### src/rtl/mem_access_unit_if.sv
// rtl/mem_access_unit_if.sv - request/response and data-memory signals of the load/store unit
interface mem_access_unit_if;
  logic        start;
  logic        is_store;
  logic [2:0]  funct3;
  logic [63:0] addr;
  logic [63:0] wdata;
  logic [63:0] mem_addr;
  logic [63:0] mem_wdata;
  logic        mem_wr;
  logic [63:0] mem_rdata;
  logic [63:0] load_data;
  logic        done;
  logic        busy;
  logic        misaligned;
  logic        bad_size;

  modport master (
    output start, is_store, funct3, addr, wdata, mem_rdata,
    input  mem_addr, mem_wdata, mem_wr, load_data, done, busy, misaligned, bad_size
  );

  modport slave (
    input  start, is_store, funct3, addr, wdata, mem_rdata,
    output mem_addr, mem_wdata, mem_wr, load_data, done, busy, misaligned, bad_size
  );
endinterface

### src/rtl/mem_access_unit.sv
// rtl/mem_access_unit.sv - load/store unit to 64-bit data memory with read-modify-write sub-doubleword stores
module mem_access_unit (
  input  logic             clk_i,
  input  logic             rst_i,
  mem_access_unit_if.slave bus
);
  typedef enum logic [2:0] {S_IDLE, S_RD, S_CAP, S_WR, S_FIN} state_e;

  state_e      state_q, state_d;
  logic        is_store_q, is_store_d;
  logic [2:0]  funct3_q, funct3_d;
  logic [2:0]  off_q, off_d;
  logic [63:0] wdata_q, wdata_d;
  logic [63:0] mem_addr_q, mem_addr_d;
  logic [63:0] wbuf_q, wbuf_d;
  logic [63:0] load_q, load_d;
  logic        mis_q, mis_d;
  logic        bad_q, bad_d;

  logic        req_bad, req_mis;
  logic [5:0]  shamt;
  logic [63:0] size_mask, field, merged, extended;

  always_comb begin
    req_bad = (bus.funct3 == 3'b111) || (bus.is_store && bus.funct3[2]);
    case (bus.funct3[1:0])
      2'b01:   req_mis = bus.addr[0];
      2'b10:   req_mis = |bus.addr[1:0];
      2'b11:   req_mis = |bus.addr[2:0];
      default: req_mis = 1'b0;
    endcase
    if (req_bad) req_mis = 1'b0;
  end

  // Field extraction and store merge both work on the doubleword shifted by the byte offset.
  always_comb begin
    shamt = {off_q, 3'b000};
    case (funct3_q[1:0])
      2'b00:   size_mask = 64'h0000_0000_0000_00FF;
      2'b01:   size_mask = 64'h0000_0000_0000_FFFF;
      2'b10:   size_mask = 64'h0000_0000_FFFF_FFFF;
      default: size_mask = 64'hFFFF_FFFF_FFFF_FFFF;
    endcase
    field  = bus.mem_rdata >> shamt;
    merged = (bus.mem_rdata & ~(size_mask << shamt)) | ((wdata_q & size_mask) << shamt);
    case (funct3_q)
      3'b000:  extended = {{56{field[7]}}, field[7:0]};
      3'b001:  extended = {{48{field[15]}}, field[15:0]};
      3'b010:  extended = {{32{field[31]}}, field[31:0]};
      3'b100:  extended = {56'b0, field[7:0]};
      3'b101:  extended = {48'b0, field[15:0]};
      3'b110:  extended = {32'b0, field[31:0]};
      default: extended = field;
    endcase
  end

  always_comb begin
    state_d    = state_q;
    is_store_d = is_store_q;
    funct3_d   = funct3_q;
    off_d      = off_q;
    wdata_d    = wdata_q;
    mem_addr_d = mem_addr_q;
    wbuf_d     = wbuf_q;
    load_d     = load_q;
    mis_d      = mis_q;
    bad_d      = bad_q;
    case (state_q)
      S_IDLE: begin
        if (bus.start) begin
          is_store_d = bus.is_store;
          funct3_d   = bus.funct3;
          off_d      = bus.addr[2:0];
          wdata_d    = bus.wdata;
          mem_addr_d = {bus.addr[63:3], 3'b000};
          wbuf_d     = bus.wdata;
          mis_d      = req_mis;
          bad_d      = req_bad;
          if (req_bad || req_mis) begin
            state_d = S_FIN;
          end else if (bus.is_store && (bus.funct3 == 3'b011)) begin
            state_d = S_WR;
          end else begin
            state_d = S_RD;
          end
        end
      end
      S_RD:  state_d = S_CAP;
      S_CAP: begin
        if (is_store_q) begin
          wbuf_d  = merged;
          state_d = S_WR;
        end else begin
          load_d  = extended;
          state_d = S_FIN;
        end
      end
      S_WR:    state_d = S_FIN;
      S_FIN:   state_d = S_IDLE;
      default: state_d = S_IDLE;
    endcase
  end

  always_ff @(posedge clk_i or posedge rst_i) begin
    if (rst_i) begin
      state_q    <= S_IDLE;
      is_store_q <= 1'b0;
      funct3_q   <= 3'b000;
      off_q      <= 3'b000;
      wdata_q    <= 64'b0;
      mem_addr_q <= 64'b0;
      wbuf_q     <= 64'b0;
      load_q     <= 64'b0;
      mis_q      <= 1'b0;
      bad_q      <= 1'b0;
    end else begin
      state_q    <= state_d;
      is_store_q <= is_store_d;
      funct3_q   <= funct3_d;
      off_q      <= off_d;
      wdata_q    <= wdata_d;
      mem_addr_q <= mem_addr_d;
      wbuf_q     <= wbuf_d;
      load_q     <= load_d;
      mis_q      <= mis_d;
      bad_q      <= bad_d;
    end
  end

  // Write enable decodes the state directly so reset removes it without a clock.
  assign bus.mem_wr     = (state_q == S_WR);
  assign bus.mem_addr   = mem_addr_q;
  assign bus.mem_wdata  = wbuf_q;
  assign bus.load_data  = load_q;
  assign bus.done       = (state_q == S_FIN);
  assign bus.busy       = (state_q != S_IDLE);
  assign bus.misaligned = mis_q;
  assign bus.bad_size   = bad_q;
endmodule

### src/flat_wrapper.sv
// flat-port wrapper written by rule: the top's interface ports become plain ports
module mem_access_unit_flat 
  (clk_i, rst_i, bus_start, bus_is_store, bus_funct3, bus_addr, bus_wdata, bus_mem_rdata, bus_mem_addr, bus_mem_wdata, bus_mem_wr, bus_load_data, bus_done, bus_busy, bus_misaligned, bus_bad_size);
  mem_access_unit_if bus_i ();
  input  logic clk_i;
  input  logic rst_i;
  input wire logic [$bits(bus_i.start)-1:0] bus_start;
  input wire logic [$bits(bus_i.is_store)-1:0] bus_is_store;
  input wire logic [$bits(bus_i.funct3)-1:0] bus_funct3;
  input wire logic [$bits(bus_i.addr)-1:0] bus_addr;
  input wire logic [$bits(bus_i.wdata)-1:0] bus_wdata;
  input wire logic [$bits(bus_i.mem_rdata)-1:0] bus_mem_rdata;
  output wire logic [$bits(bus_i.mem_addr)-1:0] bus_mem_addr;
  output wire logic [$bits(bus_i.mem_wdata)-1:0] bus_mem_wdata;
  output wire logic [$bits(bus_i.mem_wr)-1:0] bus_mem_wr;
  output wire logic [$bits(bus_i.load_data)-1:0] bus_load_data;
  output wire logic [$bits(bus_i.done)-1:0] bus_done;
  output wire logic [$bits(bus_i.busy)-1:0] bus_busy;
  output wire logic [$bits(bus_i.misaligned)-1:0] bus_misaligned;
  output wire logic [$bits(bus_i.bad_size)-1:0] bus_bad_size;
  assign bus_i.start = bus_start;
  assign bus_i.is_store = bus_is_store;
  assign bus_i.funct3 = bus_funct3;
  assign bus_i.addr = bus_addr;
  assign bus_i.wdata = bus_wdata;
  assign bus_i.mem_rdata = bus_mem_rdata;
  assign bus_mem_addr = bus_i.mem_addr;
  assign bus_mem_wdata = bus_i.mem_wdata;
  assign bus_mem_wr = bus_i.mem_wr;
  assign bus_load_data = bus_i.load_data;
  assign bus_done = bus_i.done;
  assign bus_busy = bus_i.busy;
  assign bus_misaligned = bus_i.misaligned;
  assign bus_bad_size = bus_i.bad_size;
  mem_access_unit u_core (.clk_i(clk_i), .rst_i(rst_i), .bus(bus_i));
endmodule
### config.mk
export PLATFORM = sky130hd
export DESIGN_NAME = mem_access_unit_flat
export DESIGN_NICKNAME = d
export VERILOG_FILES = /design/src/rtl/mem_access_unit_if.sv /design/src/rtl/mem_access_unit.sv /design/src/flat_wrapper.sv
export SDC_FILE = /design/constraint.sdc
export NUM_CORES = 1
export LEC_CHECK = 0
export BUFFER_PORTS_ARGS = -buffer_cell sky130_fd_sc_hd__buf_2
export CAP_MARGIN = 0
export CORE_AREA = 2 2 195 197
export DETAILED_ROUTE_END_ITERATION = 8
export DIE_AREA = 0 0 197 199
export PLACE_DENSITY = 0.63
export SKIP_CTS_REPAIR_TIMING = 1
export SLEW_MARGIN = 20
export SYNTH_ARGS = -nofsm -noshare
export SYNTH_HDL_FRONTEND = slang
export SYNTH_SLANG_ARGS = --single-unit
### constraint.sdc
create_clock -name clk_i -period 13.1 [get_ports clk_i]
set_input_delay 0.655 -clock clk_i [delete_from_list [all_inputs] [get_ports clk_i]]
set_output_delay 0.655 -clock clk_i [all_outputs]
set_load 0.005 [all_outputs]
; ---- Word-level counts from Yosys, hierarchy flattened
; Cells that the tools add are included.
[word_totals]
regBits = 265
input_bits = 199
output_inout_bits = 197
elab_cells = 62
[op_classes]
n_eq_ne = 18
shifts = 3
n_mux = 12
n_reduce_logical = 14
n_bitwise = 5
[ops]
columns = op, count
row1 = case mux 64 bit (6 select lines), 1
row2 = case mux 64 bit (3 select lines), 1
row3 = AND 64 bit, 2
row4 = two-way mux 64 bit, 2
row5 = case mux 64 bit (2 select lines), 1
row6 = << shifter 64 x 6 -> 64 bit, 2
row7 = inverter 64 bit, 1
row8 = bitwise OR 64 bit, 1
row9 = >> shifter 64 x 6 -> 64 bit, 1
row10 = == test 3 bit (second input constant), 5
row11 = == test 3 x 2 -> 1 bit (second input constant), 4
row12 = case mux 3 bit (4 select lines), 1
row13 = two-way mux 3 bit, 3
row14 = == test 2 bit (second input constant), 3
row15 = == test 3 x 1 -> 1 bit (second input constant), 2
row16 = logical NOT 3 bit, 2
row17 = == test 2 x 1 -> 1 bit (second input constant), 2
row18 = AND reduction 2 bit, 2
row19 = case mux 1 bit (3 select lines), 1
row20 = AND reduction 3 bit, 1
row21 = nonzero test 3 bit, 1
row22 = OR reduction 3 bit, 1
row23 = logical AND 1 bit, 2
row24 = logical NOT 2 bit, 1
row25 = 8 further kinds, 9

; ---- Longest topological paths before layout
; Gate-level depths: netlist (run 1).
[depth]
depth_word = 8
ltp_mapped = 10
ltp_nobuf = 5

; ---- Least setup slack after synthesis (run 1)
; OpenSTA, ideal clock, no wires.
[synth_timing]
kind = input port to flip-flop
from = input port bus_mem_rdata[47]
to = register u_core.load_q[32], in the netlist u_core.bus.load_data[32]
stages = 6
setup_ns = 0.139
required_ns = 12.961
path_buffers = 1
arrival_ns = 1.936
slack_ns = 11.025
path_cell_list = mux2_4 a32o_1 o21a_1 nor3_4 buf_6 a31oi_1
[synth_between]
elab_chain_cells = 2
[synth_lines]
columns = item, line_no
row1 = start: declaration, flat_wrapper.sv:12  ; input wire logic [$bits(bus_i.mem_rdata)-1:0] bus_mem_rdata;
row2 = >> shifter 64 x 6 -> 64 bit, mem_access_unit.sv:44  ; field = bus.mem_rdata >> shamt;
row3 = case mux 64 bit (6 select lines), mem_access_unit.sv:46  ; case (funct3_q)
row4 = end signal: assignment, mem_access_unit.sv:124  ; load_q <= load_d;
row5 = end: declaration, mem_access_unit.sv:16  ; logic [63:0] load_q, load_d;
; No other way between the ends.
; A chain may end at the register's enable or synchronous reset.

; ---- Worst setup path after layout (run 1)
[layout_timing]
from = register u_core.off_q[1]
to = register u_core.load_q[63], in the netlist u_core.bus.load_data[63]
[layout_between]
elab_chain_cells = 2
[layout_lines]
columns = item, line_no
row1 = start: declaration, mem_access_unit.sv:12  ; logic [2:0] off_q, off_d;
row2 = start signal: assignment, mem_access_unit.sv:109  ; off_q <= 3'b000;
row3 = start signal: assignment, mem_access_unit.sv:120  ; off_q <= off_d;
row4 = >> shifter 64 x 6 -> 64 bit, mem_access_unit.sv:44
row5 = case mux 64 bit (6 select lines), mem_access_unit.sv:46
; No other way between the ends.

==> results.txt, run 1 <==
status = finished clean
Critical Path End Type = flop
multiplexer share of the synthesized area = 9.287%
leak pwr = 8.317 nW
clk_skew = 40.22 ps
Post-DRT Antenna Nets = 0
Worst path depth = 7
gr busiest metal = met2
routability congestion estimate = 0.9872
footprint of the multi-input gates = 7335 um^2
Total GRT Usage = 30.60%
count leader, synth = nand2_1
maxcap violations = 0
adder-cell area share of the yosys netlist = 0%
Post-Layout Cell Count = 2,496
Post-synth EDFFs = 0
Die W = 197 um
met1 Use GR = 41.34%
r2r worst-path depth = 7
fin. max-slew vios = 0
min cycle time layout = 3943 ps
die height = 199 um
Synth area leader = dfrtp_1
worst hold path class = in2async
Slew headroom = 27.59%
Ports = 396
die area = 39,200 um^2
Reg area = 6640 um^2
H-tree depth = 1
worst-path fanout max = 83
placed wire-length estimate = 45,490 um
mean area per synthesized cell = 8.645 um^2
Final Power = 4.871 mW
Port Buffers = 392
CTS Sinks = 265
Critical Path, Cell by Cell = buf_4 > inv_1 > a2111oi_2 > nor4_4 > nor3_4 > buf_8 > a31oi_1
ANT cells = 0
vias in the first global route = 13,870
starting density of the core = 39.69%
combinational family with the most area after synthesis = simple AND/OR/NAND/NOR gates
# nets final = 2,200
placed insts = 2,444
Core Area = 37,130 um^2
Max Freq = 253.6 MHz
Worst setup startpoint = u_core.off_q[1]
Starting DRT DRC Count = 1,514
family with the most delay on the worst path = buffers and inverters
1st-pass router iterations = 9
Final period util = 30.10%
Data arrival, critical path = 4330 ps
synth top area cells = dfrtp_1, nand2_1, mux2i_1
met3 GRT Util = 7.731%
Finished Cell Area = 17,660 um^2
layout cells sized above 1 = 26.31%
# fillers = 3,678
Ys Warns = 0
Distinct cells, synth = 67
vias per cell = 5.879
Tightest Pin Transition = 1086 ps
routed vias = 14,680
worst slack, placed = 9237 ps
CP Class = reg2reg
Wirelength per Cell = 24.61 um
GR met2 Demand/Resource = 46.56%
Worst Setup EP = u_core.bus.load_data[63]
Pwr per Cell Area = 275.7 nW/um^2
placed inst area = 16,700 um^2
drt total wl = 61,440 um
post-synthesis compound-gate area fraction = 19.37%
clk_lat worst skew = 580 ps
post-synthesis sequential area ratio = 44.99%
Most used DFF post-synth = dfrtp_1
r2r startpoint = u_core.off_q[1]
synth cell count leaders = nand2_1, dfrtp_1, o21ai_0
Final Hold Vio Count = 0
top cell type's share of synthesized area = 44.99%
ys async rst share = 100.0%
cell count after synthesis = 1,705
Clk pin slew, worst setup/hold paths = 60 ps
Simple-Gate Fraction of Synth Area = 20.76%
largest net degree at the start of global routing = 126
final setup fails = 0
RSZ-0062 raised after global routing = false
mapped cell area = 14,740 um^2
row cnt = 71
first-pass GRT wire length = 89,310 um
Final WS setup = 9157 ps
CTS Buffer Depth = 3
Critical Path RT = 13,490 ps
CTS root buf = clkbuf_16
slowest CP cell = buf_4
crit path buf inv count = 3
synthesized flop and latch total = 265
fin util = 47.57%
Num CTS Buffers = 29
reg2reg end = u_core.bus.load_data[63]
WHS = 247.9 ps
crit-path max cell delay = 860 ps
Fin Setup TNS = 0 ps
Startpoint Class = flop
drt drc = 0
flop2flop setup slack = 9160 ps
Synth-to-Final Area Change = 19.84%
Synth Area in XOR/XNOR = 0%
initial antenna violation count = 3
total grt overflow = 0
TritonCTS clock tree = yes
maximum VDD drop = 156.4 uV
[layer usage]
layer	wire length, um	share of wire [%]
met2	27050	44
met1	24950	41
met3	6669	11
met4	2756	4.5
met5	13	0.021
[where the power goes]
group	total [mW]	internal [mW]	switching (mW)	leakage (nW)
combinational	2.40	0.915	1.49	4.68
clock	0.837	0.487	0.350	0.471
sequential	1.63	1.23	0.400	3.17
total	4.87	2.63	2.24	8.32
[cells by family after synthesis]
| kind of cell | Yosys count |
|---|---|
| other | 1 |
| DFF | 265 |
| buffers and inverters | 152 |
| and+or+nand+nor | 738 |
| muxes | 114 |
| AOI/OAI and AO/OA | 435 |
[worst reg2reg max path, stage by stage, from the launching register on]
cell and delay [ps]:
dfrtp_4 790, buf_4 870, inv_1 490, a2111oi_2 570, nor4_4 120, nor3_4 580, buf_8 250, a31oi_1 110
[placed cells by master, fill, tap and decap left out, drive strengths merged, types with 4 or more instances in the layout]
cell type and n:
nor2 123, and2 7, mux2i 70, a31oi 62
dfrtp 265, a222oi 8, or3 21, o22a 17
nor3 17, mux4 15, buf 410, nand2b 15
mux2 29, a22oi 7, a211oi 30, a21oi 63
clkinv 9, nand4 4, inv 5, nand2 514
a221oi 42, o21ai 150, a31o 5, nand3 8
o2bb2ai 8, nor2b 21, a221o 12, clkbuf 38
a22o 9
[state kept, by name (all words and copies together) (netlist names)]
register and cells:
u_core.bus.bad_size 1, u_core.bus.load_data 64, u_core.bus.mem_addr 61, u_core.bus.mem_wdata 64, u_core.bus.misaligned 1, u_core.funct3_q 3, u_core.is_store_q 1, u_core.off_q 3
u_core.state_q 3, u_core.wdata_q 64
[final cells by class]
cell class	count	area share [%]
Sequential cell	265	37.59
Clock inverter	14	0.8925
Tap cell	474	3.358
Timing Repair Buffer	410	11.96
Multi-Input combinational cell	1290	41.52
Inverter	5	0.1488
Clock buffer	38	4.526
[worst min-delay path by stage]
stage	cells after the start	slack [ps]	end	startpoint
global placement	2	450	u_core.bus.mem_addr[63]	u_core.bus.mem_addr[63]
global route	3	270	u_core.bus.mem_addr[3]	bus_addr[3]
detailed placement	2	460	u_core.bus.mem_addr[27]	u_core.bus.mem_addr[27]
finish	2	250	u_core.bus.mem_addr[10]	rst_i
floorplan	2	440	u_core.wdata_q[56]	u_core.wdata_q[56]
CTS	3	250	u_core.bus.mem_addr[10]	bus_addr[10]
No activity file was read; power rests on OpenSTA's default activity.
==> inputs of run 2 (changes only) <==
==> constraint.sdc (replaced) <==
create_clock -name clk_i -period 3.7 [get_ports clk_i]
set_input_delay 0.185 -clock clk_i [delete_from_list [all_inputs] [get_ports clk_i]]
set_output_delay 0.185 -clock clk_i [all_outputs]
set_load 0.005 [all_outputs]
==> run 2 against run 1 <==
Cell area increased by 8.8%. Sequential power rose to 3.5 times the previous value. Routed wire length rose by 5.1%. Critical path type unchanged. Hold slack lost 240 ps. Final cell count grew 6.2%. Critical path depth is 1 lower. Largest cell class unchanged. Die area is the same.
==> results.txt, run 2 (synthesis gave the netlist of run 1 again) <==
Starting DRT DRC Count = 1,776
Synth-to-Final Area Change = 30.44%
status = finished clean
die height = 199 um
worst hold path class = in2reg
most frequent cells in the layout = nand2_1, buf_2, dfrtp_1
fin. max-slew vios = 0
drt drc = 0
largest net degree at the start of global routing = 163
worst slack, placed = 917.4 ps
Startpoint Class = flop
routed vias = 15,500
Critical Path, Cell by Cell = mux2_2 > a32o_1 > o21a_1 > nor3_4 > buf_8 > a31oi_1
Pwr per Cell Area = 922.7 nW/um^2
flop2flop setup slack = 900 ps
Final Power = 17.74 mW
CTS Sinks = 265
crit-path max cell delay = 770 ps
TritonCTS clock tree = yes
drt total wl = 64,570 um
Die W = 197 um
starting density of the core = 39.69%
Tightest Pin Transition = 1026 ps
routability congestion estimate = 0.9817
H-tree depth = 1
Core Area = 37,130 um^2
final setup fails = 0
leak pwr = 8.980 nW
CTS root buf = clkbuf_16
Critical Path RT = 4140 ps
Data arrival, critical path = 3230 ps
maximum VDD drop = 549.5 uV
Post-DRT Antenna Nets = 0
footprint of the multi-input gates = 7330 um^2
reg2reg end = u_core.bus.load_data[44]
Final period util = 75.65%
total grt overflow = 0
Critical Path End Type = flop
Fin Setup TNS = 0 ps
# nets final = 2,355
die area = 39,200 um^2
initial antenna violation count = 0
1st-pass router iterations = 7
layout cells sized above 1 = 25.03%
maxcap violations = 0
Final WS setup = 901.1 ps
RSZ-0062 raised after global routing = false
Num CTS Buffers = 30
Total GRT Usage = 31.10%
CTS Buffer Depth = 3
first-pass GRT wire length = 90,760 um
row cnt = 71
CP Class = reg2reg
placed wire-length estimate = 46,390 um
r2r startpoint = u_core.off_q[0]
Max Freq = 357.3 MHz
ANT cells = 0
Wirelength per Cell = 24.36 um
r2r worst-path depth = 6
Worst Hold Depth = 3
Final Hold Vio Count = 0
Ports = 396
slowest CP cell = dfrtp_4
vias per cell = 5.848
worst hold endpoint = u_core.bus.load_data[3]
Reg area = 6640 um^2
fin util = 51.78%
clk_lat worst skew = 590 ps
Slew headroom = 31.62%
min cycle time layout = 2799 ps
# fillers = 3,442
worst-path fanout max = 53
vias in the first global route = 13,880
HP Start = bus_mem_rdata[3]
commonest non-fill, non-tap cell in the layout = nand2_1
Port Buffers = 392
clk_skew = 34.24 ps
Clk pin slew, worst setup/hold paths = 60 ps
-- run 2: cell count changes in the layout (fill, tap and decap cells not counted), moves of 2 or more --
cell and delta:
buf_12 +4, clkinv_2 -5, clkinvlp_4 +3, dlygate4sd3_1 +135, clkbuf_1 +5, clkbuf_8 -2, buf_6 -2, buf_4 +17
-- run 2: power breakdown --
group	leakage, nW	switching (mW)	internal [mW]
Combinational	5.34	5.46	3.43
Clock	0.468	1.27	1.81
Sequential	3.17	1.41	4.35
-- run 2: routing by layer --
layer	vias up	wire, um	global-route usage (%)
met5	-	0	0
met4	0	2195	10.16
li1	6874	-	-
met2	998	29110	47.96
met3	138	6754	7.223
met1	7492	26510	43.22
-- run 2: through the flow --
| step | std cells | hold WS (ps) | instance area [um^2] |
|---|---|---|---|
| 2_1_floorplan | 1707 | 290.4 | 14750 |
| 3_3_place_gp | 2462 | 373.6 | 16860 |
| 3_5_place_dp | 2463 | 378.5 | 16880 |
| 4_1_cts | 2516 | -219.1 | 17870 |
| 5_1_grt | 2651 | 6.642 | 19230 |
| 6_report | 2651 | 10.42 | 19230 |
-- run 2: critical path: cells and delay by family, from the launching register on --
kind,cells,cell delay [ps]
AO/OA/AOI/OAI,3,560
buffers and inverters,1,250
flip-flops,1,770
multiplexers,1,400
AND/OR/NAND/NOR,1,680
-- run 2: worst max-delay path by stage --
stage          cells after the start            start                       end
2_1_floorplan                      1            rst_i       u_core.bus.bad_size
3_3_place_gp                       5  u_core.off_q[0]  u_core.bus.load_data[62]
3_5_place_dp                       6  u_core.off_q[0]  u_core.bus.load_data[47]
4_1_cts                            6  u_core.off_q[0]  u_core.bus.load_data[47]
5_1_grt                            6  u_core.off_q[0]  u_core.bus.load_data[47]
6_report                           6  u_core.off_q[0]  u_core.bus.load_data[44]
-- run 2: layout make-up --
cell class | count | share of cell area, %
Multi-Input combinational cell | 1290 | 38.12
Sequential cell | 265 | 34.54
Timing Repair Buffer | 564 | 18.98
Clock buffer | 42 | 4.243
Tap cell | 474 | 3.085
Clock inverter | 11 | 0.9176
Inverter | 5 | 0.1171
